$ cat config.mk
export PLATFORM = sky130hd
export DESIGN_NAME = alu_decode_stage
export DESIGN_NICKNAME = d
export VERILOG_FILES = /design/src/rtl/alu_decode_stage_pkg.sv /design/src/rtl/rv32_alu_decoder.sv /design/src/rtl/alu_decode_stage.sv
export SDC_FILE = /design/constraint.sdc
export NUM_CORES = 1
export LEC_CHECK = 0
export CAP_MARGIN = 25
export CORE_ASPECT_RATIO = 1.25
export CORE_UTILIZATION = 47
export CTS_CLUSTER_DIAMETER = 80
export DETAILED_ROUTE_END_ITERATION = 8
export GPL_ROUTABILITY_DRIVEN = 0
export PLACE_DENSITY = 0.87
export SLEW_MARGIN = 20
export SYNTH_ARGS = -nofsm -noshare
export SYNTH_HDL_FRONTEND = slang
export SYNTH_SLANG_ARGS = --single-unit
$ cat constraint.sdc
create_clock -name clk -period 5 [get_ports clk]
set_input_delay 0.5 -clock clk [delete_from_list [all_inputs] [get_ports clk]]
set_output_delay 0.5 -clock clk [all_outputs]
set_load 0.01 [all_outputs]
$ cat src/rtl/alu_decode_stage_pkg.sv
// alu_decode_stage_pkg: shared constants for the RV32I decode stage.
//   - ALU opcode encodings consumed by execute (ALU_OP_NONE = 6'h3F)
//   - RV32I major opcodes recognised by the decoder
package alu_decode_stage_pkg;

  // ALU opcodes
  localparam logic [5:0] ALU_ADD     = 6'h00;
  localparam logic [5:0] ALU_SUB     = 6'h01;
  localparam logic [5:0] ALU_SLL     = 6'h02;
  localparam logic [5:0] ALU_SLT     = 6'h03;
  localparam logic [5:0] ALU_SLTU    = 6'h04;
  localparam logic [5:0] ALU_XOR     = 6'h05;
  localparam logic [5:0] ALU_SRL     = 6'h06;
  localparam logic [5:0] ALU_SRA     = 6'h07;
  localparam logic [5:0] ALU_OR      = 6'h08;
  localparam logic [5:0] ALU_AND     = 6'h09;
  localparam logic [5:0] ALU_ADDI    = 6'h0A;
  localparam logic [5:0] ALU_SLTI    = 6'h0B;
  localparam logic [5:0] ALU_SLTIU   = 6'h0C;
  localparam logic [5:0] ALU_XORI    = 6'h0D;
  localparam logic [5:0] ALU_ORI     = 6'h0E;
  localparam logic [5:0] ALU_ANDI    = 6'h0F;
  localparam logic [5:0] ALU_SLLI    = 6'h10;
  localparam logic [5:0] ALU_SRLI    = 6'h11;
  localparam logic [5:0] ALU_SRAI    = 6'h12;
  localparam logic [5:0] ALU_OP_NONE = 6'h3F;

  // RV32I major opcodes (instr[6:0])
  localparam logic [6:0] OPC_OP       = 7'b0110011;
  localparam logic [6:0] OPC_OP_IMM   = 7'b0010011;
  localparam logic [6:0] OPC_LUI      = 7'b0110111;
  localparam logic [6:0] OPC_LOAD     = 7'b0000011;
  localparam logic [6:0] OPC_STORE    = 7'b0100011;
  localparam logic [6:0] OPC_BRANCH   = 7'b1100011;
  localparam logic [6:0] OPC_JAL      = 7'b1101111;
  localparam logic [6:0] OPC_JALR     = 7'b1100111;
  localparam logic [6:0] OPC_AUIPC    = 7'b0010111;
  localparam logic [6:0] OPC_MISC_MEM = 7'b0001111;
  localparam logic [6:0] OPC_SYSTEM   = 7'b1110011;

  localparam logic [6:0] F7_ZERO = 7'b0000000;
  localparam logic [6:0] F7_ALT  = 7'b0100000;

endpackage

$ cat src/rtl/rv32_alu_decoder.sv
// rv32_alu_decoder: purely combinational RV32I decode of one instruction word.
// Ports:
//   instr           in   32-bit instruction word
//   alu_op          out  ALU opcode (ALU_OP_NONE when no ALU work / illegal)
//   rs1/rs2/rd      out  register indices (rs1 forced to x0 for LUI)
//   imm             out  sign-extended immediate (zero-extended shamt for shifts)
//   use_imm         out  operand b taken from imm
//   we              out  rd write enable (never set for rd = x0)
//   illegal         out  unsupported encoding
module rv32_alu_decoder
  import alu_decode_stage_pkg::*;
#(
  parameter int XLEN = 32
) (
  input  logic [31:0]     instr,
  output logic [5:0]      alu_op,
  output logic [4:0]      rs1,
  output logic [4:0]      rs2,
  output logic [4:0]      rd,
  output logic [XLEN-1:0] imm,
  output logic            use_imm,
  output logic            we,
  output logic            illegal
);

  logic [6:0] opc;
  logic [2:0] f3;
  logic [6:0] f7;

  assign opc = instr[6:0];
  assign f3  = instr[14:12];
  assign f7  = instr[31:25];

  always_comb begin
    alu_op  = ALU_OP_NONE;
    rs1     = instr[19:15];
    rs2     = instr[24:20];
    rd      = instr[11:7];
    imm     = '0;
    use_imm = 1'b0;
    we      = 1'b0;
    illegal = 1'b0;

    if (instr[1:0] != 2'b11) begin
      illegal = 1'b1;
    end else begin
      unique case (opc)
        OPC_OP: begin
          we = 1'b1;
          if (f7 == F7_ZERO) begin
            unique case (f3)
              3'b000: alu_op = ALU_ADD;
              3'b001: alu_op = ALU_SLL;
              3'b010: alu_op = ALU_SLT;
              3'b011: alu_op = ALU_SLTU;
              3'b100: alu_op = ALU_XOR;
              3'b101: alu_op = ALU_SRL;
              3'b110: alu_op = ALU_OR;
              default: alu_op = ALU_AND;
            endcase
          end else if (f7 == F7_ALT && f3 == 3'b000) begin
            alu_op = ALU_SUB;
          end else if (f7 == F7_ALT && f3 == 3'b101) begin
            alu_op = ALU_SRA;
          end else begin
            illegal = 1'b1;
          end
        end
        OPC_OP_IMM: begin
          we      = 1'b1;
          use_imm = 1'b1;
          imm     = XLEN'(signed'(instr[31:20]));
          unique case (f3)
            3'b000: alu_op = ALU_ADDI;
            3'b010: alu_op = ALU_SLTI;
            3'b011: alu_op = ALU_SLTIU;
            3'b100: alu_op = ALU_XORI;
            3'b110: alu_op = ALU_ORI;
            3'b111: alu_op = ALU_ANDI;
            3'b001: begin
              imm = XLEN'(instr[24:20]);
              if (f7 == F7_ZERO) alu_op = ALU_SLLI;
              else               illegal = 1'b1;
            end
            default: begin // 3'b101: funct7 picks logical vs arithmetic
              imm = XLEN'(instr[24:20]);
              if (f7 == F7_ZERO)     alu_op = ALU_SRLI;
              else if (f7 == F7_ALT) alu_op = ALU_SRAI;
              else                   illegal = 1'b1;
            end
          endcase
        end
        OPC_LUI: begin
          alu_op  = ALU_ADD;   // x0 + upper immediate
          rs1     = 5'd0;
          imm     = XLEN'(signed'({instr[31:12], 12'b0}));
          use_imm = 1'b1;
          we      = 1'b1;
        end
        OPC_LOAD, OPC_STORE, OPC_BRANCH, OPC_JAL, OPC_JALR,
        OPC_AUIPC, OPC_MISC_MEM, OPC_SYSTEM: begin
          // legal but no ALU work in this stage; fields already raw
        end
        default: illegal = 1'b1;
      endcase
    end

    // Illegal encodings carry no ALU side effects
    if (illegal) begin
      alu_op  = ALU_OP_NONE;
      imm     = '0;
      use_imm = 1'b0;
      we      = 1'b0;
    end
    if (rd == 5'd0) we = 1'b0;
  end

endmodule

$ cat src/rtl/alu_decode_stage.sv
// alu_decode_stage: RV32I decode pipeline stage between fetch and execute.
// Accepts an instruction over valid/ready, decodes it with rv32_alu_decoder
// and presents one registered bundle per instruction.
// Ports:
//   clk, rst_n (async active-low), flush (sync kill of held entries)
//   in_valid/in_ready/in_instr/in_pc          fetch side
//   out_valid/out_ready/out_*                 execute side
//   illegal_cnt                               saturating count of accepted illegals
// Build option: DECODE_SKID_EN replaces the single register with a 2-entry
// skid buffer so in_ready no longer depends combinationally on out_ready.
module alu_decode_stage
  import alu_decode_stage_pkg::*;
#(
  parameter int XLEN = 32,
  parameter int PC_W = 32
) (
  input  logic            clk,
  input  logic            rst_n,
  input  logic            flush,
  input  logic            in_valid,
  output logic            in_ready,
  input  logic [31:0]     in_instr,
  input  logic [PC_W-1:0] in_pc,
  output logic            out_valid,
  input  logic            out_ready,
  output logic [PC_W-1:0] out_pc,
  output logic [5:0]      out_alu_op,
  output logic [4:0]      out_rs1,
  output logic [4:0]      out_rs2,
  output logic [4:0]      out_rd,
  output logic [XLEN-1:0] out_imm,
  output logic            out_use_imm,
  output logic            out_we,
  output logic            out_illegal,
  output logic [15:0]     illegal_cnt
);

  typedef struct packed {
    logic [PC_W-1:0] pc;
    logic [5:0]      alu_op;
    logic [4:0]      rs1;
    logic [4:0]      rs2;
    logic [4:0]      rd;
    logic [XLEN-1:0] imm;
    logic            use_imm;
    logic            we;
    logic            illegal;
  } entry_t;

  localparam entry_t ENTRY_RST = '{pc: '0, alu_op: ALU_OP_NONE, rs1: '0, rs2: '0,
                                   rd: '0, imm: '0, use_imm: 1'b0, we: 1'b0,
                                   illegal: 1'b0};

  entry_t      in_ent, main_q;
  logic        main_vld_q;
  logic        in_fire;
  logic [15:0] illegal_cnt_q;

  assign in_ent.pc = in_pc;

  rv32_alu_decoder #(.XLEN(XLEN)) u_dec (
    .instr   (in_instr),
    .alu_op  (in_ent.alu_op),
    .rs1     (in_ent.rs1),
    .rs2     (in_ent.rs2),
    .rd      (in_ent.rd),
    .imm     (in_ent.imm),
    .use_imm (in_ent.use_imm),
    .we      (in_ent.we),
    .illegal (in_ent.illegal)
  );

  assign in_fire = in_valid && in_ready;

`ifdef DECODE_SKID_EN
  entry_t skid_q;
  logic   skid_vld_q;

  assign in_ready = !skid_vld_q;

  always_ff @(posedge clk or negedge rst_n) begin
    if (!rst_n) begin
      main_vld_q <= 1'b0;
      skid_vld_q <= 1'b0;
      main_q     <= ENTRY_RST;
      skid_q     <= ENTRY_RST;
    end else if (flush) begin
      main_vld_q <= 1'b0;
      skid_vld_q <= 1'b0;
    end else if (skid_vld_q) begin
      // skid only fills behind a valid head; in_ready is low meanwhile
      if (out_ready) begin
        main_q     <= skid_q;
        skid_vld_q <= 1'b0;
      end
    end else if (!main_vld_q || out_ready) begin
      main_vld_q <= in_valid;
      if (in_valid) main_q <= in_ent;
    end else if (in_valid) begin
      // head stalled: park the in-flight entry
      skid_q     <= in_ent;
      skid_vld_q <= 1'b1;
    end
  end
`else
  assign in_ready = !main_vld_q || out_ready;

  always_ff @(posedge clk or negedge rst_n) begin
    if (!rst_n) begin
      main_vld_q <= 1'b0;
      main_q     <= ENTRY_RST;
    end else if (flush) begin
      main_vld_q <= 1'b0;
    end else begin
      if (in_ready) main_vld_q <= in_valid;
      if (in_fire)  main_q     <= in_ent;
    end
  end
`endif

  // Flushed transfers are dropped, so they are not counted either
  always_ff @(posedge clk or negedge rst_n) begin
    if (!rst_n) begin
      illegal_cnt_q <= '0;
    end else if (in_fire && !flush && in_ent.illegal && illegal_cnt_q != 16'hFFFF) begin
      illegal_cnt_q <= illegal_cnt_q + 16'd1;
    end
  end

  assign out_valid   = main_vld_q;
  assign out_pc      = main_q.pc;
  assign out_alu_op  = main_q.alu_op;
  assign out_rs1     = main_q.rs1;
  assign out_rs2     = main_q.rs2;
  assign out_rd      = main_q.rd;
  assign out_imm     = main_q.imm;
  assign out_use_imm = main_q.use_imm;
  assign out_we      = main_q.we;
  assign out_illegal = main_q.illegal;
  assign illegal_cnt = illegal_cnt_q;

endmodule
==> impl_metrics.csv, run 1 <==
group,metric,value,unit
logic_synthesis,async_reset_ff_share,100,%
logic_synthesis,ys_types,58,
worst_setup_path,worst-path-max-fanout,88,
finish,finish.net_count,676,
clock_tree,cts_hold_buf,0,
worst_setup_path,regToRegSetupSlack,2.48,ns
floorplan,rows,39,
finish,antenna_cells_inserted,0,
timing,drv_slew,0,
placed_design,hpwl,8.29,mm
timing,max_slew_margin,38.4,%
worst_setup_path,critPathKind,"input pin to register",
global_route,grt_pass1_vias,4014,
worst_setup_path,cp_slowest_cell,"buf_4",
worst_setup_path,startpoint_type,"input pin",
global_route,grtUsageMet2,41.0,%
worst_setup_path,reg2reg_depth,7,
clock_tree,cts_tree,"done",
floorplan,core,9270,um2
clock_tree,numCtsBuffers,9,
worst_setup_path,critPathBufInv,3,
timing,worst_pin_slew,0.923,ns
worst_setup_path,startpoint,"out_ready",
floorplan,start_util,49.2,%
logic_synthesis,ys_seq_elements,105,
drt,totalWireLength,11.7,mm
worst_hold_path,hold_class,"input pin to asynchronous set/reset pin",
finish,post_route_cells_drive_above_1_share,7.86,%
pwr,ir_worst_vdd,174,uV
logic_synthesis,yosysWarnings,0,
worst_setup_path,cp-end-kind,"register",
clock_tree,clk_pin_slew_worst_paths,0.07,ns
worst_setup_path,crit_family,"buffers and inverters",
pwr,p_per_area,333,nW/um2
finish,syn_to_final_growth,47.4,%
timing,fin_crit_sh,54.6,%
global_route,grt_antenna_before_repair,0,
global_route,use_met1,30.3,%
global_route,grt_pass1_wl,19.6,mm
finish,final_common_cell,"clkdlybuf4s50_1",
floorplan,die_y,112,um
worst_setup_path,crit_arrival,2.95,ns
finish,final_area,6730,um2
logic_synthesis,syn_inst,441,
finish,final_cell_mix,"clkdlybuf4s50_1, nand2_1, dfrtp_1",
worst_setup_path,critPathMaxStageDelay,0.71,ns
logic_synthesis,seq_area_frac_synth,57.7,%
worst_setup_path,r2r_end,"out_imm[28]",
clock_tree,post_cts_resized,0,
clock_tree,clockBufferDepth,2,
drt,post-route-drc-count,0,
placed_design,io_buffers,174,
clock_tree,cts_setup_buffers,0,
drt,vias_per_cell,5.37,
global_route,gr-usage-met3,4.40,%
clock_tree,clk_latency,0.34,ns
floorplan,die_width,90.1,um
worst_setup_path,timing.rr.start,"out_valid",
global_route,grt_usage,24.4,%
drt,route.vias.total,3944,
timing,fin_crit,2.73,ns
drt,wl_per_cell,16.0,um
placed_design,placed_cell_area,6380,um2
logic_synthesis,syn_area,4560,um2
clock_tree,cts_sinks,105,
global_route,grt_max_degree,89,
pwr,p_leak,3.01,nW
outcome,outcome,"completed",
global_route,grt-busiest-layer,"met2",
clock_tree,h-tree-depth,3,
timing,finalSetupViolCount,0,
timing,fin_skew,0.00400,ns
logic_synthesis,synth_enable_flop_cells,0,
floorplan,top_level_ports,175,
timing,fmax,0.367,GHz
logic_synthesis,synth_nets,511,
worst_setup_path,crit_required,5.22,ns
drt,drtIter0Drc,209,
flow_run,drv_cap,0,
logic_synthesis,ys.flop_type,"dfrtp_1",
timing,rsz0062_at_grt,"false",
timing,fin_setup_tns,0,ns
floorplan,die_area,10100,um2
clock_tree,cts_root_buf,"clkbuf_16",
worst_setup_path,path_cells,"clkdlybuf4s50_1 > nor2b_1 > inv_1 > nand3b_1 > buf_4 > nor3_4 > and2_2 > a221o_1",
global_route,grt.overflow.total,0,
drt,drtPass1Iterations,5,
logic_synthesis,syn_area_per_cell,10.4,um2
timing,hold_viol,0,
drt,ant_nets,0,
-- state kept, by name (all words and copies together), names as in the netlist --
| name | flops |
|---|---|
| out_use_imm | 1 |
| out_rd | 5 |
| out_illegal | 1 |
| out_pc | 32 |
| out_we | 1 |
| out_alu_op | 6 |
| out_rs2 | 5 |
| out_imm | 32 |
| illegal_cnt | 16 |
| out_rs1 | 5 |
| out_valid | 1 |
-- final cells by class --
cell class                      instances  area [um2]
Clock buffer                           10         229
Clock inverter                          6         115
Inverter                                7        26.3
Sequential cell                       105        2640
Timing Repair Buffer                  178        1770
Tap cell                              123         154
Multi-Input combinational cell        305        1800
Fill cell                             692        2540
-- cell usage after synthesis (2+ instances only) --
master	n	area share [%]
nor3_1	4	0.44
o21a_1	3	0.49
a22o_1	16	3.1
dfstp_2	6	3.5
clkbuf_1	20	1.6
and3_1	2	0.27
buf_6	3	0.74
o31ai_1	2	0.33
a21oi_1	5	0.55
xnor2_1	5	0.96
o21ai_0	6	0.66
dfrtp_1	99	54
nor3b_1	2	0.33
nand2_1	146	12
nor3_4	2	0.71
a221o_1	19	4.2
nand4_1	3	0.41
a31oi_1	3	0.41
inv_1	7	0.58
xor2_1	10	1.9
nor2b_1	3	0.41
a21o_1	2	0.33
nor2_1	20	1.6
nand2b_1	2	0.27
nor4_2	2	0.55
o22a_1	3	0.58
nor3_2	4	0.88
nand3_1	12	1.3
-- per-layer routing --
metal | wire length (um) | vias to the layer above | part of all wire (%)
met5 | 0 | - | 0
met4 | 409 | 0 | 3.5
met3 | 754 | 30 | 6.4
met2 | 5840 | 177 | 50
met1 | 4730 | 1893 | 40
li1 | - | 1844 | -
-- cells by family (layout without fill, tap and decap cells) --
logic type,count (synthesis),in the layout,share of synthesized area (%)
AND/OR/NAND/NOR,213,213,21.7
buffers and inverters,31,201,3.07
multiplexers,2,2,0.466
flip-flops,105,105,57.7
XOR/XNOR,15,15,2.88
AO/OA/AOI/OAI,73,73,13.7
adder cells (fa/ha/maj),2,2,0.493
-- worst max path at each step --
stage	to	slack (ns)	cells past startpoint
floorplan	illegal_cnt[14]	2.82	6
global placement	out_imm[27]	2.07	8
detailed placement	out_imm[20]	1.94	8
CTS	out_imm[28]	2.30	8
global route	out_imm[30]	2.09	8
finish	out_imm[28]	2.27	8
-- stage by stage --
| step | power (mW) | instances | hold WS, ns | setup slack [ns] | util [%] |
|---|---|---|---|---|---|
| after floorplan | 1.18 | 441 | 0.204 | 2.82 | - |
| after global placement | 1.45 | 718 | 0.456 | 2.07 | 68.9 |
| after detailed placement | 1.47 | 718 | 0.461 | 1.94 | 68.9 |
| after CTS | 2.26 | 734 | 0.148 | 2.30 | 72.6 |
| after global routing | 2.34 | 734 | 0.174 | 2.09 | 72.6 |
| final | 2.24 | 734 | 0.136 | 2.27 | 72.6 |
-- where the power goes --
| part | leakage, nW | switching, mW | internal, mW |
|---|---|---|---|
| Sequential | 1.35 | 0.0706 | 0.934 |
| Combinational | 1.50 | 0.198 | 0.247 |
| Clock | 0.163 | 0.295 | 0.492 |
| Total | 3.01 | 0.564 | 1.67 |
Note: power is estimated with default switching activity, not from simulation.
==> inputs of run 2 (changes only) <==
CORE_UTILIZATION = 44   (was 47)
PLACE_DENSITY = 0.82   (was 0.87)
clock period = 2.9 ns   (was 5 ns; I/O delays follow)
==> impl_metrics.csv, run 2 (synthesis results as in run 1) <==
group,metric,value,unit
clock_tree,cts_sinks,105,
clock_tree,clk_latency,0.34,ns
finish,antenna_cells_inserted,0,
worst_setup_path,startpoint_type,"input pin",
worst_setup_path,crit_family,"simple AND/OR/NAND/NOR gates",
worst_setup_path,critPathMaxStageDelay,0.56,ns
worst_setup_path,cp_slowest_cell,"or4_4",
placed_design,dp_cells,731,
finish,final_util,67.0,%
worst_setup_path,crit_arrival,2.58,ns
floorplan,die_y,116,um
timing,rsz0062_at_grt,"false",
drt,totalWireLength,12.2,mm
timing,max_slew_margin,53.5,%
clock_tree,clk_pin_slew_worst_paths,0.07,ns
worst_setup_path,cp.depth,7,
timing,finalSetupViolCount,0,
placed_design,io_buffers,174,
timing,fin_crit_sh,81.1,%
pwr,p_per_area,555,nW/um2
timing,fin_skew,0.00366,ns
timing,hold_viol,0,
worst_setup_path,crit_required,3.13,ns
finish,finish.net_count,684,
finish,post_route_cells_drive_above_1_share,9.05,%
flow_run,drv_cap,0,
worst_setup_path,reg2reg_depth,6,
clock_tree,cts_tree,"done",
worst_setup_path,startpoint,"in_instr[25]",
outcome,outcome,"completed",
finish,syn_to_final_growth,48.3,%
finish,fill_cells,786,
finish,final_cell_mix,"clkdlybuf4s50_1, nand2_1, dfrtp_1",
placed_design,dp_slack,0.194,ns
floorplan,core,10100,um2
pwr,ir_worst_vdd,321,uV
global_route,grt.overflow.total,0,
drt,vias_per_cell,5.38,
worst_setup_path,timing.rr.start,"illegal_cnt[7]",
finish,final_common_cell,"clkdlybuf4s50_1",
drt,post-route-drc-count,0,
worst_setup_path,r2r_end,"illegal_cnt[14]",
global_route,grt_usage,24.0,%
clock_tree,h-tree-depth,3,
pwr,p_leak,3.04,nW
global_route,grt_pass1_vias,3940,
floorplan,die_width,93.1,um
timing,fmax,0.425,GHz
finish,final_cells,748,
worst_setup_path,cp-end-kind,"register",
timing,drv_slew,0,
drt,drtPass1Iterations,4,
clock_tree,cts_root_buf,"clkbuf_16",
worst_setup_path,worst-path-max-fanout,9,
clock_tree,numCtsBuffers,9,
timing,fin_setup_tns,0,ns
floorplan,rows,41,
global_route,grt_max_degree,66,
worst_setup_path,critPathKind,"input pin to register",
worst_hold_path,hold_class,"input pin to register",
worst_setup_path,critPathBufInv,1,
worst_setup_path,critPathCapture,"illegal_cnt[7]",
drt,ant_nets,0,
floorplan,top_level_ports,175,
floorplan,die_area,10800,um2
worst_setup_path,regToRegSetupSlack,0.82,ns
worst_setup_path,path_cells,"clkdlybuf4s50_1 > or4_4 > or3_4 > o221ai_4 > a21o_1 > nor2_1 > xor2_1",
placed_design,hpwl,8.83,mm
drt,wl_per_cell,16.3,um
global_route,grt_pass1_wl,19.8,mm
global_route,grt_antenna_before_repair,0,
timing,fin_crit,2.35,ns
floorplan,start_util,45.2,%
clock_tree,post_cts_resized,0,
timing,finalWorstSetupSlack,0.549,ns
timing,worst_pin_slew,0.695,ns
clock_tree,clockBufferDepth,2,
drt,route.vias.total,4027,
drt,drtIter0Drc,252,
[run 2: per-layer routing]
layer	global-route usage (%)	vias to the layer above	part of all wire [%]
li1	-	1864	-
met1	30.4	1979	40
met2	38.8	158	50
met3	6.63	26	6.6
met4	9.95	0	2.7
met5	0	-	0
[run 2: cell type report]
type                       instances  area [um2]  share of cell area, %
inverter                           7        26.3                  0.388
clock buffer                       9         225                   3.33
sequential                       105        2640                   38.9
tap                              129         161                   2.38
clock inverter                     7        76.3                   1.13
timing repair buffer             186        1840                   27.3
multi-input combinational        305        1800                   26.6
[run 2: what timing repair did]
item,CTS,global route
buffers inserted,0,0
hold endpoints to repair,43,0
hold buffers,1,0
[run 2: worst min-delay path, stage by stage]
cell and delay [ns]:
clkdlybuf4s50_1 0.39, nand2_1 0.06, nand2_1 0.04
[run 2: power by group]
| group | internal, mW | total [mW] | switching (mW) |
|---|---|---|---|
| clock | 0.677 | 1.24 | 0.560 |
| sequential | 1.61 | 1.73 | 0.123 |
| combinational | 0.435 | 0.783 | 0.349 |
| total | 2.72 | 3.75 | 1.03 |
[run 2: worst min path at each step]
stage	startpoint	endpoint	cells after the start
detailed placement	rst_n	out_imm[13]	1
global placement	rst_n	out_imm[13]	1
CTS	in_pc[2]	out_pc[2]	3
floorplan	rst_n	illegal_cnt[0]	0
finish	in_pc[21]	out_pc[21]	3
global route	in_pc[23]	out_pc[23]	3
[run 2: metrics by stage]
stage	hold WS [ns]	cell area (um2)	power, mW
2_1_floorplan	-0.00559	4560	2.03
3_3_place_gp	0.318	6460	2.52
3_5_place_dp	0.332	6460	2.55
4_1_cts	0.454	6770	3.79
6_report	0.467	6770	3.75
5_1_grt	0.467	6770	3.93
==> inputs of run 3 (changes only) <==
clock period = 2.2 ns   (was 2.9 ns; I/O delays follow)
==> impl_metrics.csv, run 3 (synthesis results as in run 1) <==
group,metric,value,unit
outcome,outcome,"completed",
finish,final_cells,777,
timing,fin_crit,2.09,ns
timing,fmax,0.479,GHz
placed_design,dp_cells,761,
clock_tree,clk_latency,0.34,ns
global_route,grt_pass1_wl,20.1,mm
global_route,grt.overflow.total,0,
placed_design,io_buffers,174,
timing,finalSetupViolCount,0,
drt,route.vias.total,4118,
drt,vias_per_cell,5.30,
worst_setup_path,timing.rr.start,"out_valid",
flow_run,drv_cap,0,
clock_tree,clockBufferDepth,2,
worst_setup_path,startpoint,"in_instr[25]",
worst_setup_path,cp-end-kind,"register",
drt,drtIter0Drc,303,
global_route,grt_pass1_vias,4242,
worst_setup_path,regToRegSetupSlack,0.32,ns
pwr,ir_worst_vdd,459,uV
clock_tree,h-tree-depth,3,
clock_tree,numCtsBuffers,9,
global_route,use_met1,28.1,%
finish,post_route_cells_drive_above_1_share,13.1,%
timing,finalWorstSetupSlack,0.112,ns
global_route,grt_usage,23.8,%
worst_setup_path,critPathCapture,"illegal_cnt[7]",
floorplan,top_level_ports,175,
worst_setup_path,crit_arrival,2.30,ns
finish,final_cell_mix,"clkdlybuf4s50_1, nand2_1, dfrtp_1",
floorplan,die_area,10800,um2
finish,final_util,69.4,%
finish,final_area,7010,um2
timing,rsz0062_at_grt,"false",
timing,fin_setup_tns,0,ns
floorplan,die_width,93.1,um
floorplan,start_util,45.2,%
finish,antenna_cells_inserted,0,
floorplan,rows,41,
drt,ant_nets,0,
timing,fin_crit_sh,94.9,%
floorplan,core,10100,um2
floorplan,die_y,116,um
worst_setup_path,crit_required,2.41,ns
worst_setup_path,startpoint_type,"input pin",
timing,worst_pin_slew,0.695,ns
placed_design,placed_cell_area,6730,um2
finish,finish.net_count,714,
timing,drv_slew,0,
drt,post-route-drc-count,0,
pwr,p_leak,3.19,nW
global_route,grtUsageMet2,42.4,%
drt,wl_per_cell,16.2,um
global_route,grt-busiest-layer,"met2",
pwr,power.total,4.82,mW
finish,final_common_cell,"clkdlybuf4s50_1",
clock_tree,cts_setup_buffers,0,
clock_tree,cts_root_buf,"clkbuf_16",
timing,hold_viol,0,
worst_setup_path,critPathKind,"input pin to register",
worst_hold_path,hold_class,"input pin to register",
clock_tree,clk_pin_slew_worst_paths,0.07,ns
placed_design,hpwl,8.97,mm
timing,max_slew_margin,53.4,%
worst_setup_path,r2r_end,"out_rs1[2]",
finish,syn_to_final_growth,53.6,%
timing,whs,0.405,ns
pwr,p_per_area,688,nW/um2
worst_setup_path,worst-path-max-fanout,9,
clock_tree,cts_tree,"done",
global_route,grt_antenna_before_repair,0,
worst_setup_path,reg2reg_depth,6,
global_route,gr-usage-met3,4.72,%
global_route,grt_max_degree,106,
placed_design,dp_slack,-0.233,ns
drt,totalWireLength,12.6,mm
drt,drtPass1Iterations,5,
clock_tree,cts_sinks,105,
timing,fin_skew,0.00434,ns
==> run 3: cell types whose count changed in the layout (fill, tap and decap cells not counted) <==
cell	change
buf_4	+26
bufinv_16	-1
clkinv_4	+1
inv_6	-1
clkinv_2	+1
clkinvlp_4	-1
buf_12	+4
==> run 3: layout make-up <==
cell class / count / area (um2)
fill: 752 / 3100
sequential: 105 / 2640
timing repair buffer: 216 / 2120
multi-input combinational: 305 / 1800
clock buffer: 9 / 225
tap: 129 / 161
clock inverter: 6 / 43.8
inverter: 7 / 26.3
==> run 3: where the power goes <==
group          total [mW]  switching (mW)  internal [mW]  leakage [nW]
logic                1.07           0.470          0.604          1.71
clock network        1.46           0.697          0.767         0.132
registers            2.29           0.163           2.12          1.35
==> run 3: worst min-delay path by stage <==
| stage | slack [ns] | depth (start not counted) | to | from |
|---|---|---|---|---|
| after floorplan | -0.08 | 0 | illegal_cnt[0] | rst_n |
| after global placement | 0.32 | 2 | illegal_cnt[4] | rst_n |
| after detailed placement | 0.33 | 2 | illegal_cnt[4] | rst_n |
| after CTS | 0.40 | 3 | out_pc[2] | in_pc[2] |
| after global routing | 0.40 | 3 | out_pc[19] | in_pc[19] |
| final | 0.41 | 3 | out_pc[21] | in_pc[21] |
==> run 3: per-layer routing <==
metal	part of all wire, %	up-vias
li1	-	1926
met1	40	2025
met2	52	145
met3	6.1	22
met4	1.7	0
met5	0	-
==> run 3: worst max-delay path: stages <==
cell and delay (ns):
clkdlybuf4s50_1 0.44, or4_4 0.54, or3_4 0.38, o221ai_4 0.18
a21o_1 0.18, buf_12 0.14, nor2_1 0.06, xor2_1 0.16
==> run 3: repair_timing <==
action	4_1_cts	5_1_grt
hold buffers	1	0
endpoints found under the hold margin	99	0
gates resized for setup	0	0
